File: config.mk
export PLATFORM = sky130hd
export DESIGN_NAME = bsg_mcl_axil_rx_rd_ctrl_flat
export DESIGN_NICKNAME = d
export VERILOG_FILES = /design/src/rtl/bsg_mcl_axil_pkg.sv /design/src/rtl/bsg_mcl_axil_rx_rd_ctrl_if.sv /design/src/rtl/bsg_mcl_axil_rx_decode.sv /design/src/rtl/bsg_mcl_axil_rx_rd_ctrl.sv /design/src/flat_wrapper.sv
export SDC_FILE = /design/constraint.sdc
export NUM_CORES = 1
export LEC_CHECK = 0
export BUFFER_PORTS_ARGS = -buffer_cell sky130_fd_sc_hd__buf_2
export CAP_MARGIN = 20
export CELL_PAD_IN_SITES_DETAIL_PLACEMENT = 1
export CELL_PAD_IN_SITES_GLOBAL_PLACEMENT = 1
export CORE_MARGIN = 2
export CORE_UTILIZATION = 38
export DETAILED_ROUTE_END_ITERATION = 7
export GPL_TIMING_DRIVEN = 0
export PLACE_DENSITY_LB_ADDON = 0.1
export SETUP_SLACK_MARGIN = 0.15
export SYNTH_ARGS = -nofsm -noshare
export SYNTH_HDL_FRONTEND = slang
export SYNTH_HIERARCHICAL = 1
export SYNTH_SLANG_ARGS = --single-unit
File: constraint.sdc
create_clock -name clk_i -period 2.8 [get_ports clk_i]
set_input_delay 0.28 -clock clk_i [delete_from_list [all_inputs] [get_ports clk_i]]
set_output_delay 0.28 -clock clk_i [all_outputs]
set_load 0.05 [all_outputs]
File: src/rtl/bsg_mcl_axil_pkg.sv
// Shared definitions for the AXI-Lite rx read controller: response codes,
// register offsets within a channel window, and the read FSM states.
package bsg_mcl_axil_pkg;

  localparam logic [1:0] resp_okay_lp   = 2'b00;
  localparam logic [1:0] resp_slverr_lp = 2'b10;
  localparam logic [1:0] resp_decerr_lp = 2'b11;

  localparam int data_ofs_lp  = 'h0;
  localparam int count_ofs_lp = 'h4;

  typedef enum logic [1:0] {e_idle, e_lookup, e_resp} rd_state_e;

  // A single channel still needs a 1-bit index to keep port widths legal.
  function automatic int idx_width(input int n);
    return (n > 1) ? $clog2(n) : 1;
  endfunction

endpackage

File: src/rtl/bsg_mcl_axil_rx_rd_ctrl_if.sv
// AXI-Lite read-channel bundle (AR + R) between host and rx read controller.
interface bsg_mcl_axil_rx_rd_ctrl_if #(
  parameter int addr_width_p = 32,
  parameter int data_width_p = 32
);
  logic [addr_width_p-1:0] araddr;
  logic                    arvalid;
  logic                    arready;
  logic [data_width_p-1:0] rdata;
  logic [1:0]              rresp;
  logic                    rvalid;
  logic                    rready;

  modport master (output araddr, arvalid, rready, input arready, rdata, rresp, rvalid);
  modport slave  (input araddr, arvalid, rready, output arready, rdata, rresp, rvalid);
endinterface

File: src/rtl/bsg_mcl_axil_rx_decode.sv
// Combinational decode of a captured read address into channel index and
// DATA/COUNT register select, flagging anything outside the channel windows.
module bsg_mcl_axil_rx_decode
  import bsg_mcl_axil_pkg::*;
#(
  parameter int          num_chan_p        = 2,
  parameter int          axil_addr_width_p = 32,
  parameter int unsigned base_addr_p       = 0,
  parameter int          chan_stride_p     = 16,
  parameter int          idx_width_p       = idx_width(num_chan_p)
) (
  input  logic [axil_addr_width_p-1:0] addr_i,
  output logic                         hit_o,
  output logic                         is_count_o,
  output logic [idx_width_p-1:0]       chan_o
);
  localparam int          stride_lg_lp = $clog2(chan_stride_p);
  localparam logic [63:0] win_lp       = 64'(num_chan_p) * 64'(chan_stride_p);

  logic [63:0]             off;
  logic [stride_lg_lp-1:0] reg_ofs;
  logic                    in_range, is_data;

  // 64-bit math keeps the window test exact even when the top window touches 2^addr_width.
  assign off      = 64'(addr_i) - 64'(base_addr_p);
  assign in_range = (64'(addr_i) >= 64'(base_addr_p)) && (off < win_lp);
  assign reg_ofs  = {off[stride_lg_lp-1:2], 2'b00};

  assign is_data    = reg_ofs == stride_lg_lp'(data_ofs_lp);
  assign is_count_o = reg_ofs == stride_lg_lp'(count_ofs_lp);
  assign hit_o      = in_range && (is_data || is_count_o);
  assign chan_o     = off[stride_lg_lp +: idx_width_p];

endmodule

File: src/rtl/bsg_mcl_axil_rx_rd_ctrl.sv
// Shares one AXI-Lite read port among num_chan_p rx channels: DATA pops the
// channel head word, COUNT samples its credit count. One read in flight.
module bsg_mcl_axil_rx_rd_ctrl
  import bsg_mcl_axil_pkg::*;
#(
  parameter int          num_chan_p        = 2,
  parameter int          axil_data_width_p = 32,
  parameter int          axil_addr_width_p = 32,
  parameter int          count_width_p     = 8,
  parameter int unsigned base_addr_p       = 0,
  parameter int          chan_stride_p     = 16
) (
  input  logic                                    clk_i,
  input  logic                                    reset_n_i,
  bsg_mcl_axil_rx_rd_ctrl_if.slave                axil,
  input  logic [num_chan_p*axil_data_width_p-1:0] chan_data_i,
  input  logic [num_chan_p-1:0]                   chan_v_i,
  output logic [num_chan_p-1:0]                   chan_yumi_o,
  input  logic [num_chan_p*count_width_p-1:0]     chan_count_i
);
  localparam int idx_w_lp = idx_width(num_chan_p);

  rd_state_e                                       state_r, state_n;
  logic [axil_addr_width_p-1:0]                    addr_r;
  logic [axil_data_width_p-1:0]                    rdata_r, rdata_n;
  logic [1:0]                                      rresp_r, rresp_n;
  logic                                            hit, is_count, ar_fire;
  logic [idx_w_lp-1:0]                             chan;
  logic [num_chan_p-1:0][axil_data_width_p-1:0]    chan_data;
  logic [num_chan_p-1:0][count_width_p-1:0]        chan_count;

  assign chan_data  = chan_data_i;
  assign chan_count = chan_count_i;

  bsg_mcl_axil_rx_decode #(
    .num_chan_p        (num_chan_p),
    .axil_addr_width_p (axil_addr_width_p),
    .base_addr_p       (base_addr_p),
    .chan_stride_p     (chan_stride_p),
    .idx_width_p       (idx_w_lp)
  ) decode (
    .addr_i     (addr_r),
    .hit_o      (hit),
    .is_count_o (is_count),
    .chan_o     (chan)
  );

  // arready is gated by reset so the host never sees a handshake while held in reset.
  assign axil.arready = (state_r == e_idle) && reset_n_i;
  assign axil.rvalid  = (state_r == e_resp);
  assign axil.rdata   = rdata_r;
  assign axil.rresp   = rresp_r;
  assign ar_fire      = axil.arvalid && axil.arready;

  always_comb begin
    state_n     = state_r;
    rdata_n     = '0;
    rresp_n     = resp_decerr_lp;
    chan_yumi_o = '0;
    case (state_r)
      e_idle:   if (ar_fire) state_n = e_lookup;
      e_lookup: begin
        state_n = e_resp;
        if (hit) begin
          if (is_count) begin
            rdata_n = axil_data_width_p'(chan_count[chan]);
            rresp_n = resp_okay_lp;
          end else if (chan_v_i[chan]) begin
            rdata_n           = chan_data[chan];
            rresp_n           = resp_okay_lp;
            chan_yumi_o[chan] = 1'b1;
          end else begin
            rresp_n = resp_slverr_lp;
          end
        end
      end
      e_resp:   if (axil.rready) state_n = e_idle;
      default:  state_n = e_idle;
    endcase
  end

  always_ff @(posedge clk_i or negedge reset_n_i) begin
    if (!reset_n_i) begin
      state_r <= e_idle;
      addr_r  <= '0;
      rdata_r <= '0;
      rresp_r <= resp_okay_lp;
    end else begin
      state_r <= state_n;
      if (ar_fire) addr_r <= axil.araddr;
      if (state_r == e_lookup) begin
        rdata_r <= rdata_n;
        rresp_r <= rresp_n;
      end
    end
  end

endmodule

File: src/flat_wrapper.sv
// flat-port wrapper written by rule: the top's interface ports become plain ports
module bsg_mcl_axil_rx_rd_ctrl_flat import bsg_mcl_axil_pkg::*;
#(
  parameter int          num_chan_p        = 2,
  parameter int          axil_data_width_p = 32,
  parameter int          axil_addr_width_p = 32,
  parameter int          count_width_p     = 8,
  parameter int unsigned base_addr_p       = 0,
  parameter int          chan_stride_p     = 16
)
  (clk_i, reset_n_i, chan_data_i, chan_v_i, chan_yumi_o, chan_count_i, axil_araddr, axil_arvalid, axil_rready, axil_arready, axil_rdata, axil_rresp, axil_rvalid);
  bsg_mcl_axil_rx_rd_ctrl_if #(.addr_width_p((32)), .data_width_p((32))) axil_i ();
  input  logic clk_i;
  input  logic reset_n_i;
  input  logic [num_chan_p*axil_data_width_p-1:0] chan_data_i;
  input  logic [num_chan_p-1:0] chan_v_i;
  output logic [num_chan_p-1:0] chan_yumi_o;
  input  logic [num_chan_p*count_width_p-1:0] chan_count_i;
  input wire logic [$bits(axil_i.araddr)-1:0] axil_araddr;
  input wire logic [$bits(axil_i.arvalid)-1:0] axil_arvalid;
  input wire logic [$bits(axil_i.rready)-1:0] axil_rready;
  output wire logic [$bits(axil_i.arready)-1:0] axil_arready;
  output wire logic [$bits(axil_i.rdata)-1:0] axil_rdata;
  output wire logic [$bits(axil_i.rresp)-1:0] axil_rresp;
  output wire logic [$bits(axil_i.rvalid)-1:0] axil_rvalid;
  assign axil_i.araddr = axil_araddr;
  assign axil_i.arvalid = axil_arvalid;
  assign axil_i.rready = axil_rready;
  assign axil_arready = axil_i.arready;
  assign axil_rdata = axil_i.rdata;
  assign axil_rresp = axil_i.rresp;
  assign axil_rvalid = axil_i.rvalid;
  bsg_mcl_axil_rx_rd_ctrl #(.num_chan_p(num_chan_p), .axil_data_width_p(axil_data_width_p), .axil_addr_width_p(axil_addr_width_p), .count_width_p(count_width_p), .base_addr_p(base_addr_p), .chan_stride_p(chan_stride_p)) u_core (.clk_i(clk_i), .reset_n_i(reset_n_i), .axil(axil_i), .chan_data_i(chan_data_i), .chan_v_i(chan_v_i), .chan_yumi_o(chan_yumi_o), .chan_count_i(chan_count_i));
endmodule
==> results of run 1 <==
==> power groups by stage <==
stage / logic, W / registers (W) / clock network, W
after global routing: 0.000738 / 0.00120 / 0.000856
after floorplan: 0.000481 / 0.00119 / 0
after global placement: 0.000679 / 0.00119 / 0
after detailed placement: 0.000692 / 0.00119 / 0
final: 0.000681 / 0.00118 / 0.000784
after CTS: 0.000693 / 0.00118 / 0.000813
==> cell type report <==
| class | instances | share of cell area (%) |
|---|---|---|
| Sequential cell | 66 | 38.7 |
| Multi-Input combinational cell | 162 | 32.1 |
| Timing Repair Buffer | 153 | 18.0 |
| Buffer | 17 | 3.52 |
| Tap cell | 105 | 3.08 |
| Clock buffer | 9 | 2.90 |
| Clock inverter | 7 | 1.64 |
| Inverter | 1 | 0.0879 |
==> timing repair <==
item	4_1_cts	5_1_grt
setup endpoints to repair	0	1
resized for setup	0	1
setup buffers	0	0
==> metrics by stage <==
step,util (%),std cells,setup slack [ns],area [um2]
after global routing,52.2,520,0.227,4270
after detailed placement,49.8,504,0.551,4070
after floorplan,-,246,0.242,3170
after CTS,52.2,520,0.279,4270
after global placement,49.8,504,0.0302,4070
final,52.2,520,0.436,4270
==> worst max-delay path by stage <==
| stage | from | to |
|---|---|---|
| global route | u_core/addr_r[26] | chan_yumi_o[0] |
| detailed placement | reset_n_i | u_core/addr_r[6] |
| CTS | u_core/addr_r[26] | chan_yumi_o[0] |
| finish | u_core/addr_r[26] | chan_yumi_o[0] |
| global placement | reset_n_i | u_core/addr_r[6] |
| floorplan | u_core/addr_r[31] | chan_yumi_o[0] |
==> cells in the final DEF (no fill, tap or decap), types with 3 or more instances in the layout <==
cell / count
nor4_2: 3
clkinvlp_4: 4
clkbuf_8: 9
nor4_1: 4
buf_4: 4
dfrtp_1: 66
o21ai_0: 4
buf_2: 160
mux2i_1: 40
mux2_4: 29
buf_12: 4
o21ai_1: 22
nand2_1: 34
o221ai_1: 8
==> layer usage <==
layer  share of wire (%)  wire, um  up-vias
met5                   0         0        -
met4                 1.8       146        0
met2                  51      4060       84
li1                    -         -     1201
met3                 7.0       558       12
met1                  40      3220     1191
==> sequential cells by signal (all words and copies together), names as in the netlist <==
register / flops
u_core/addr_r: 30
u_core/axil.rdata: 32
u_core/axil.rresp: 2
u_core/state_r: 2
==> results.json, run 1 <==
{
  "drive_gt1_share_pct": 53.5,
  "grt_usage_pct": 17.9,
  "path_class": "register to output port",
  "core_area_um2": 8180,
  "maxSlewHeadroom_pct": 44.6,
  "seqPwrFrac_pct": 44.5,
  "ff2ff_setup_slack_ns": 0.93,
  "syn_area_um2": 3170,
  "fillers": 917,
  "clkTransAtPathRegs_ns": 0.08,
  "cp.required_ns": 2.52,
  "die_area_um2": 9100,
  "ctsHoldBuffers": 0,
  "cts_tree": "built",
  "ctsRootBufferMaster": "clkbuf_8",
  "fmax_mhz": 423,
  "grt_overflow": 0,
  "finalNetCount": 528,
  "vias_per_cell": 4.78,
  "syn-instance-count": 246,
  "crit_cells": 6,
  "clockBufferDepth": 2,
  "arrival_ns": 2.08,
  "grt.met2_usage_pct": 30.8,
  "worstReg2RegStart": "u_core/addr_r[26]",
  "timing.hold.ws_ns": 0.0318,
  "grt_pass1_vias": 2542,
  "p_sw_w": 0.000765,
  "fin_crit_sh_pct": 84.4,
  "max-cap-violations": 0,
  "maxSlewViolCount": 0,
  "post_drt_wl_per_cell_um": 15.3,
  "fp.dieH_um": 95.4,
  "vias": 2488,
  "power_w": 0.00264,
  "slowest_delay_ns": 0.40,
  "areaGrowthSynthToFinish_pct": 34.5,
  "p_comb_share_pct": 25.8,
  "crit_path_end_kind": "output port",
  "clock_latency_ns": 0.34,
  "syn-num-nets": 364,
  "reg2reg_depth": 5,
  "hold_class": "input pin to asynchronous set/reset pin",
  "drtAntennaViolNets": 0,
  "drt_iter0_markers": 69,
  "regArea_um2": 1650,
  "leakage_nw": 2.26,
  "htree_levels": 3,
  "power_density_nw_per_um2": 618,
  "critPathBufInv": 1,
  "fin_crit_ns": 2.36,
  "post-route-drc-count": 0,
  "start_util_pct": 38.8,
  "diodes": 0,
  "routed_wl_mm": 7.98,
  "swShare_pct": 29.0,
  "syn_area_per_cell_um2": 12.9,
  "dr.pass1.iters": 4,
  "status": "finished clean",
  "pwr-share-clk_pct": 29.7,
  "die-width_um": 95.4,
  "hpwl_mm": 6.12,
  "grt_pass1_wl_mm": 12.3,
  "top_usage_layer": "met2",
  "multi_input_area_um2": 1370,
  "rr_endpoint": "u_core/axil.rdata[1]",
  "fin_setup_tns_ns": 0,
  "worstPathMaxFanout": 5,
  "slowest_stage": "dfrtp_1",
  "num_rows": 33,
  "portBuffers": 153,
  "setup_violations": 0,
  "synth_warnings": 6,
  "worstMarginPinSlew_ns": 0.830,
  "grt.met3_usage_pct": 3.72,
  "p_int_w": 0.00187,
  "start_kind": "register",
  "clock_skew_ns": 0.0115,
  "vdd_drop_max_mv": 0.270,
  "gp_congestion": 0.748,
  "rsz0062_at_grt": "no",
  "cpLargestDelayFamily": "simple AND/OR/NAND/NOR gates",
  "ios": 156,
  "cts_sinks": 66,
  "globalRouteMet1Util_pct": 21.6,
  "grt_max_degree": 68,
  "cp_cell_sequence": "nor4_2 -> nand4_1 -> nor2_2 -> nand3b_1 -> nor3b_1 -> buf_2",
  "cts_buffers": 9,
  "hold_viol": 0,
  "antenna_found_initial": 0
}
No activity file was read; power rests on OpenSTA's default activity.
==> run 2, diff against run 1 <==
ABC_AREA = 1   (was default)
CORE_UTILIZATION = 32   (was 38)
clock period = 2.4 ns   (was 2.8 ns; I/O delays follow)
==> run 2 against run 1 <==
- non-clock buffer count is 7 higher
- synthesized cell count is 99% higher
- clock-buffer cell count is 1 higher
- first-iteration DRC count is 99% higher
- hold slack worse by 0.031 ns
- setup slack worse by 0.075 ns
- largest cell class unchanged
- largest power group unchanged
==> results.json, run 2 <==
{
  "clkTransAtPathRegs_ns": 0.08,
  "fin_util_pct": 44.2,
  "place_area_um2": 4280,
  "cp.required_ns": 2.16,
  "dp.cells": 778,
  "fp.dieH_um": 106,
  "die-width_um": 106,
  "clock_latency_ns": 0.34,
  "slowest_delay_ns": 0.39,
  "gp_congestion": 0.723,
  "start_kind": "register",
  "fin_setup_tns_ns": 0,
  "routed_wl_mm": 10.7,
  "num_rows": 37,
  "max-cap-violations": 0,
  "ios": 156,
  "antenna_found_initial": 0,
  "setup_violations": 0,
  "post_drt_wl_per_cell_um": 13.5,
  "diodes": 0,
  "worstMarginPinSlew_ns": 0.872,
  "synth_warnings": 6,
  "leakage_nw": 2.81,
  "grt_pass1_wl_mm": 17.7,
  "syn_area_um2": 3340,
  "clock_skew_ns": 0.0114,
  "status": "finished clean",
  "slowest_stage": "dfrtp_1",
  "portBuffers": 153,
  "cts_tree": "built",
  "drtAntennaViolNets": 0,
  "fmax_mhz": 490,
  "start_util_pct": 32.6,
  "areaGrowthSynthToFinish_pct": 35.4,
  "cts_buffers": 9,
  "grt_usage_pct": 19.9,
  "rsz0062_at_grt": "no",
  "power_density_nw_per_um2": 698,
  "layout_setup_ws_ns": 0.360,
  "path_class": "register to output port",
  "startpoint": "u_core/addr_r[26]",
  "finalNetCount": 771,
  "core_area_um2": 10200,
  "cp_cell_sequence": "nor2_1 -> nand2_1 -> nor2_1 -> nand2_1 -> nor2_2 -> nand3_2 -> nor3_1 -> buf_4",
  "layout.cells.most_common_list": "nand2_1, buf_2, dfrtp_1",
  "vias": 3565,
  "htree_levels": 3,
  "hpwl_mm": 8.06,
  "maxSlewViolCount": 0,
  "grt_overflow": 0,
  "vdd_drop_max_mv": 0.308,
  "fin_area_um2": 4520,
  "drt_iter0_markers": 137,
  "fin_crit_sh_pct": 85.0,
  "ctsHoldBuffers": 0,
  "maxSlewHeadroom_pct": 41.9,
  "crit_path_end_kind": "output port",
  "grt_max_degree": 68,
  "die_area_um2": 11300,
  "globalRouteMet1Util_pct": 24.1,
  "worstReg2RegStart": "u_core/addr_r[26]",
  "drive_gt1_share_pct": 29.2,
  "grt.met3_usage_pct": 3.56,
  "arrival_ns": 1.80,
  "top_usage_layer": "met2",
  "final_common_cell": "nand2_1",
  "hold_viol": 0,
  "ctsRootBufferMaster": "clkbuf_8",
  "cts_sinks": 66,
  "grt.met2_usage_pct": 35.3,
  "post-place-ws_ns": 0.273,
  "vias_per_cell": 4.49,
  "instances_no_fill": 794,
  "grt_pass1_vias": 3773,
  "clockBufferDepth": 2,
  "dr.pass1.iters": 4,
  "syn-instance-count": 489,
  "worstPathMaxFanout": 4,
  "syn_area_per_cell_um2": 6.83,
  "largest_reg_flops": 32,
  "fin_crit_ns": 2.04,
  "post-cts-setup-buffers": 0,
  "hold_class": "input pin to asynchronous set/reset pin",
  "post-route-drc-count": 0,
  "syn-num-nets": 607
}
==> run 2: layout make-up <==
cell class | count | area, um2
Multi-Input combinational cell | 367 | 1460
Clock buffer | 10 | 138
Clock inverter | 6 | 88.8
Buffer | 24 | 124
Tap cell | 136 | 170
Inverter | 32 | 120
Fill cell | 1415 | 5710
Sequential cell | 66 | 1650
Timing Repair Buffer | 153 | 773
==> run 2: worst max-delay path: cells and delay by family, from the launching register on <==
family,cells,cell delay [ns]
flops,1,0.39
simple gates,7,0.85
buf+inv,1,0.23
==> run 2: timing repair <==
item | CTS | global route
endpoints found under the setup margin | 0 | 2
hold endpoints to repair | 0 | 0
resized for setup | 0 | 7
==> run 2: final timing paths <==
kind	end	slack [ns]	depth (start not counted)
max	chan_yumi_o[1]	0.36	8
max reg2reg	u_core/axil.rdata[14]	0.60	10
max in group asynchronous	u_core/addr_r[5]	1.82	1
min	u_core/axil.rdata[28]	0.001	1
min in group clk_i	u_core/addr_r[15]	0.09	3
min reg2reg	u_core/axil.rdata[28]	0.47	2
==> run 2: metrics by stage <==
stage | hold WS, ns | total power (W)
floorplan | -0.0556 | 0.00181
global placement | 0.434 | 0.00208
detailed placement | 0.415 | 0.00211
CTS | 0.0391 | 0.00320
global route | 0.0535 | 0.00338
finish | 0.00131 | 0.00316
==> run 2: power by group <==
group	internal [W]	total (W)	leakage [nW]	switching (W)
registers	0.00124	0.00131	0.864	0.0000712
clock network	0.000615	0.00108	0.109	0.000464
logic	0.000265	0.000766	1.83	0.000500
total	0.00212	0.00316	2.81	0.00104
==> run 2: layer usage <==
layer  vias up  part of all wire (%)
met4         0                   1.3
met5         -                     0
met3        11                   4.8
li1       1788                     -
met2        90                    50
met1      1676                    44
==> run 3, diff against run 2 <==
clock period = 1.9 ns   (was 2.4 ns; I/O delays follow)
==> run 3 against run 2 <==
- the flow now finishes with violations (hold timing, setup timing)
- die area stayed put
- non-clock buffer count is 9 higher
- clock power is 26% higher
- largest power group unchanged
==> results.json, run 3 (synthesis results as in run 2) <==
{
  "post_drt_wl_per_cell_um": 13.8,
  "arrival_ns": 1.73,
  "cp.required_ns": 1.71,
  "cp_cell_sequence": "nor2_1 -> nand2_1 -> nor2_2 -> nand2_2 -> nor2_4 -> nand3_4 -> nor3_4 -> buf_6",
  "p_int_w": 0.00269,
  "gp_congestion": 0.723,
  "critPathBufInv": 1,
  "hold_class": "input pin to asynchronous set/reset pin",
  "clock_latency_ns": 0.34,
  "violations": "hold timing, setup timing",
  "drt_iter0_markers": 150,
  "clockBufferDepth": 2,
  "slowest_stage": "dfrtp_1",
  "layout.cells.most_common_list": "nand2_1, buf_2, dfrtp_1",
  "rsz0062_at_grt": "yes",
  "hold_viol": 66,
  "grt_overflow": 0,
  "vdd_drop_max_mv": 0.371,
  "grt_max_degree": 68,
  "start_kind": "register",
  "status": "finished, violations left",
  "rr_endpoint": "u_core/axil.rdata[14]",
  "finalNetCount": 780,
  "die_area_um2": 11300,
  "post-route-drc-count": 0,
  "setup_violations": 1,
  "diodes": 0,
  "maxSlewViolCount": 0,
  "slowest_delay_ns": 0.39,
  "ios": 156,
  "worstPathMaxFanout": 3,
  "place_area_um2": 4280,
  "fin_crit_sh_pct": 101,
  "ff2ff_setup_slack_ns": 0.09,
  "dr.pass1.iters": 4,
  "core_area_um2": 10200,
  "reg2reg_depth": 12,
  "portBuffers": 153,
  "vias": 3632,
  "cts_sinks": 66,
  "final_common_cell": "nand2_1",
  "p_sw_w": 0.00133,
  "maxSlewHeadroom_pct": 58.5,
  "areaGrowthSynthToFinish_pct": 39.9,
  "fmax_mhz": 519,
  "ctsRootBufferMaster": "clkbuf_8",
  "swShare_pct": 33.1,
  "routed_wl_mm": 11.0,
  "clock_skew_ns": 0.0121,
  "hpwl_mm": 8.06,
  "power_density_nw_per_um2": 859,
  "grt_pass1_wl_mm": 18.0,
  "timing.hold.ws_ns": -0.170,
  "drtAntennaViolNets": 0,
  "cpLargestDelayFamily": "simple AND/OR/NAND/NOR gates",
  "layout_setup_ws_ns": -0.0250,
  "crit_path_end_kind": "output port",
  "path_class": "register to output port",
  "start_util_pct": 32.6,
  "worstReg2RegStart": "u_core/addr_r[17]",
  "vias_per_cell": 4.52,
  "fp.dieH_um": 106,
  "drive_gt1_share_pct": 30.9,
  "seqPwrFrac_pct": 41.3,
  "cts_tree": "built",
  "worstMarginPinSlew_ns": 0.622,
  "num_rows": 37,
  "antenna_found_initial": 0,
  "grt_pass1_vias": 3814,
  "pwr-share-clk_pct": 33.8,
  "fin_area_um2": 4670,
  "largest_reg_flops": 32,
  "max-cap-violations": 0,
  "die-width_um": 106,
  "fin_crit_ns": 1.92,
  "cts_buffers": 9,
  "clkTransAtPathRegs_ns": 0.08,
  "htree_levels": 3,
  "leakage_nw": 2.86,
  "fin_util_pct": 45.7,
  "grt_usage_pct": 20.3,
  "p_comb_share_pct": 24.9
}
## run 3: worst max path at each step
stage | startpoint | slack (ns) | cells after the start | endpoint
5_1_grt | u_core/addr_r[9] | -0.21 | 8 | chan_yumi_o[0]
6_report | u_core/addr_r[17] | -0.02 | 8 | chan_yumi_o[0]
4_1_cts | u_core/addr_r[26] | -0.04 | 8 | chan_yumi_o[0]
3_5_place_dp | reset_n_i | -0.18 | 6 | u_core/addr_r[14]
2_1_floorplan | u_core/addr_r[11] | -0.26 | 7 | chan_yumi_o[0]
3_3_place_gp | reset_n_i | -0.67 | 6 | u_core/addr_r[31]
## run 3: through the flow
stage	cells	TNS [ns]	setup WS (ns)	power [W]
after floorplan	489	-0.526	-0.263	0.00228
after global routing	803	-2.16	-0.208	0.00430
after CTS	803	-0.0681	-0.0351	0.00405
final	803	-0.0250	-0.0250	0.00401
after global placement	778	-19.96	-0.671	0.00263
after detailed placement	778	-3.64	-0.177	0.00266
## run 3: per-layer routing
layer | wire length [um] | part of all wire [%] | vias to the layer above | track usage [%]
met5 | 0 | 0 | - | 0
met3 | 543 | 4.9 | 9 | 3.68
met4 | 119 | 1.1 | 0 | 7.42
met1 | 4770 | 43 | 1724 | 24.5
met2 | 5610 | 51 | 92 | 35.8
li1 | - | - | 1807 | -
## run 3: final cells by class
| cell class | count | area, um2 |
|---|---|---|
| fill | 1399 | 5560 |
| sequential | 66 | 1650 |
| multi-input combinational | 367 | 1500 |
| timing repair buffer | 162 | 867 |
| tap | 136 | 170 |
| clock buffer | 10 | 138 |
| buffer | 24 | 135 |
| inverter | 32 | 120 |
| clock inverter | 6 | 88.8 |
## run 3: power groups by stage
stage / combinational (W) / clock, W / sequential [W]
global placement: 0.000949 / 0 / 0.00168
floorplan: 0.000609 / 0 / 0.00167
finish: 0.00100 / 0.00136 / 0.00166
CTS: 0.00100 / 0.00140 / 0.00166
detailed placement: 0.000977 / 0 / 0.00168
global route: 0.00115 / 0.00147 / 0.00168
## run 3: what timing repair did
item	CTS	global route
gates cloned	3	0
setup endpoints to repair	36	34
endpoints found under the hold margin	66	66
resized for setup	20	8
buffers inserted	6	0
pin swaps	8	11
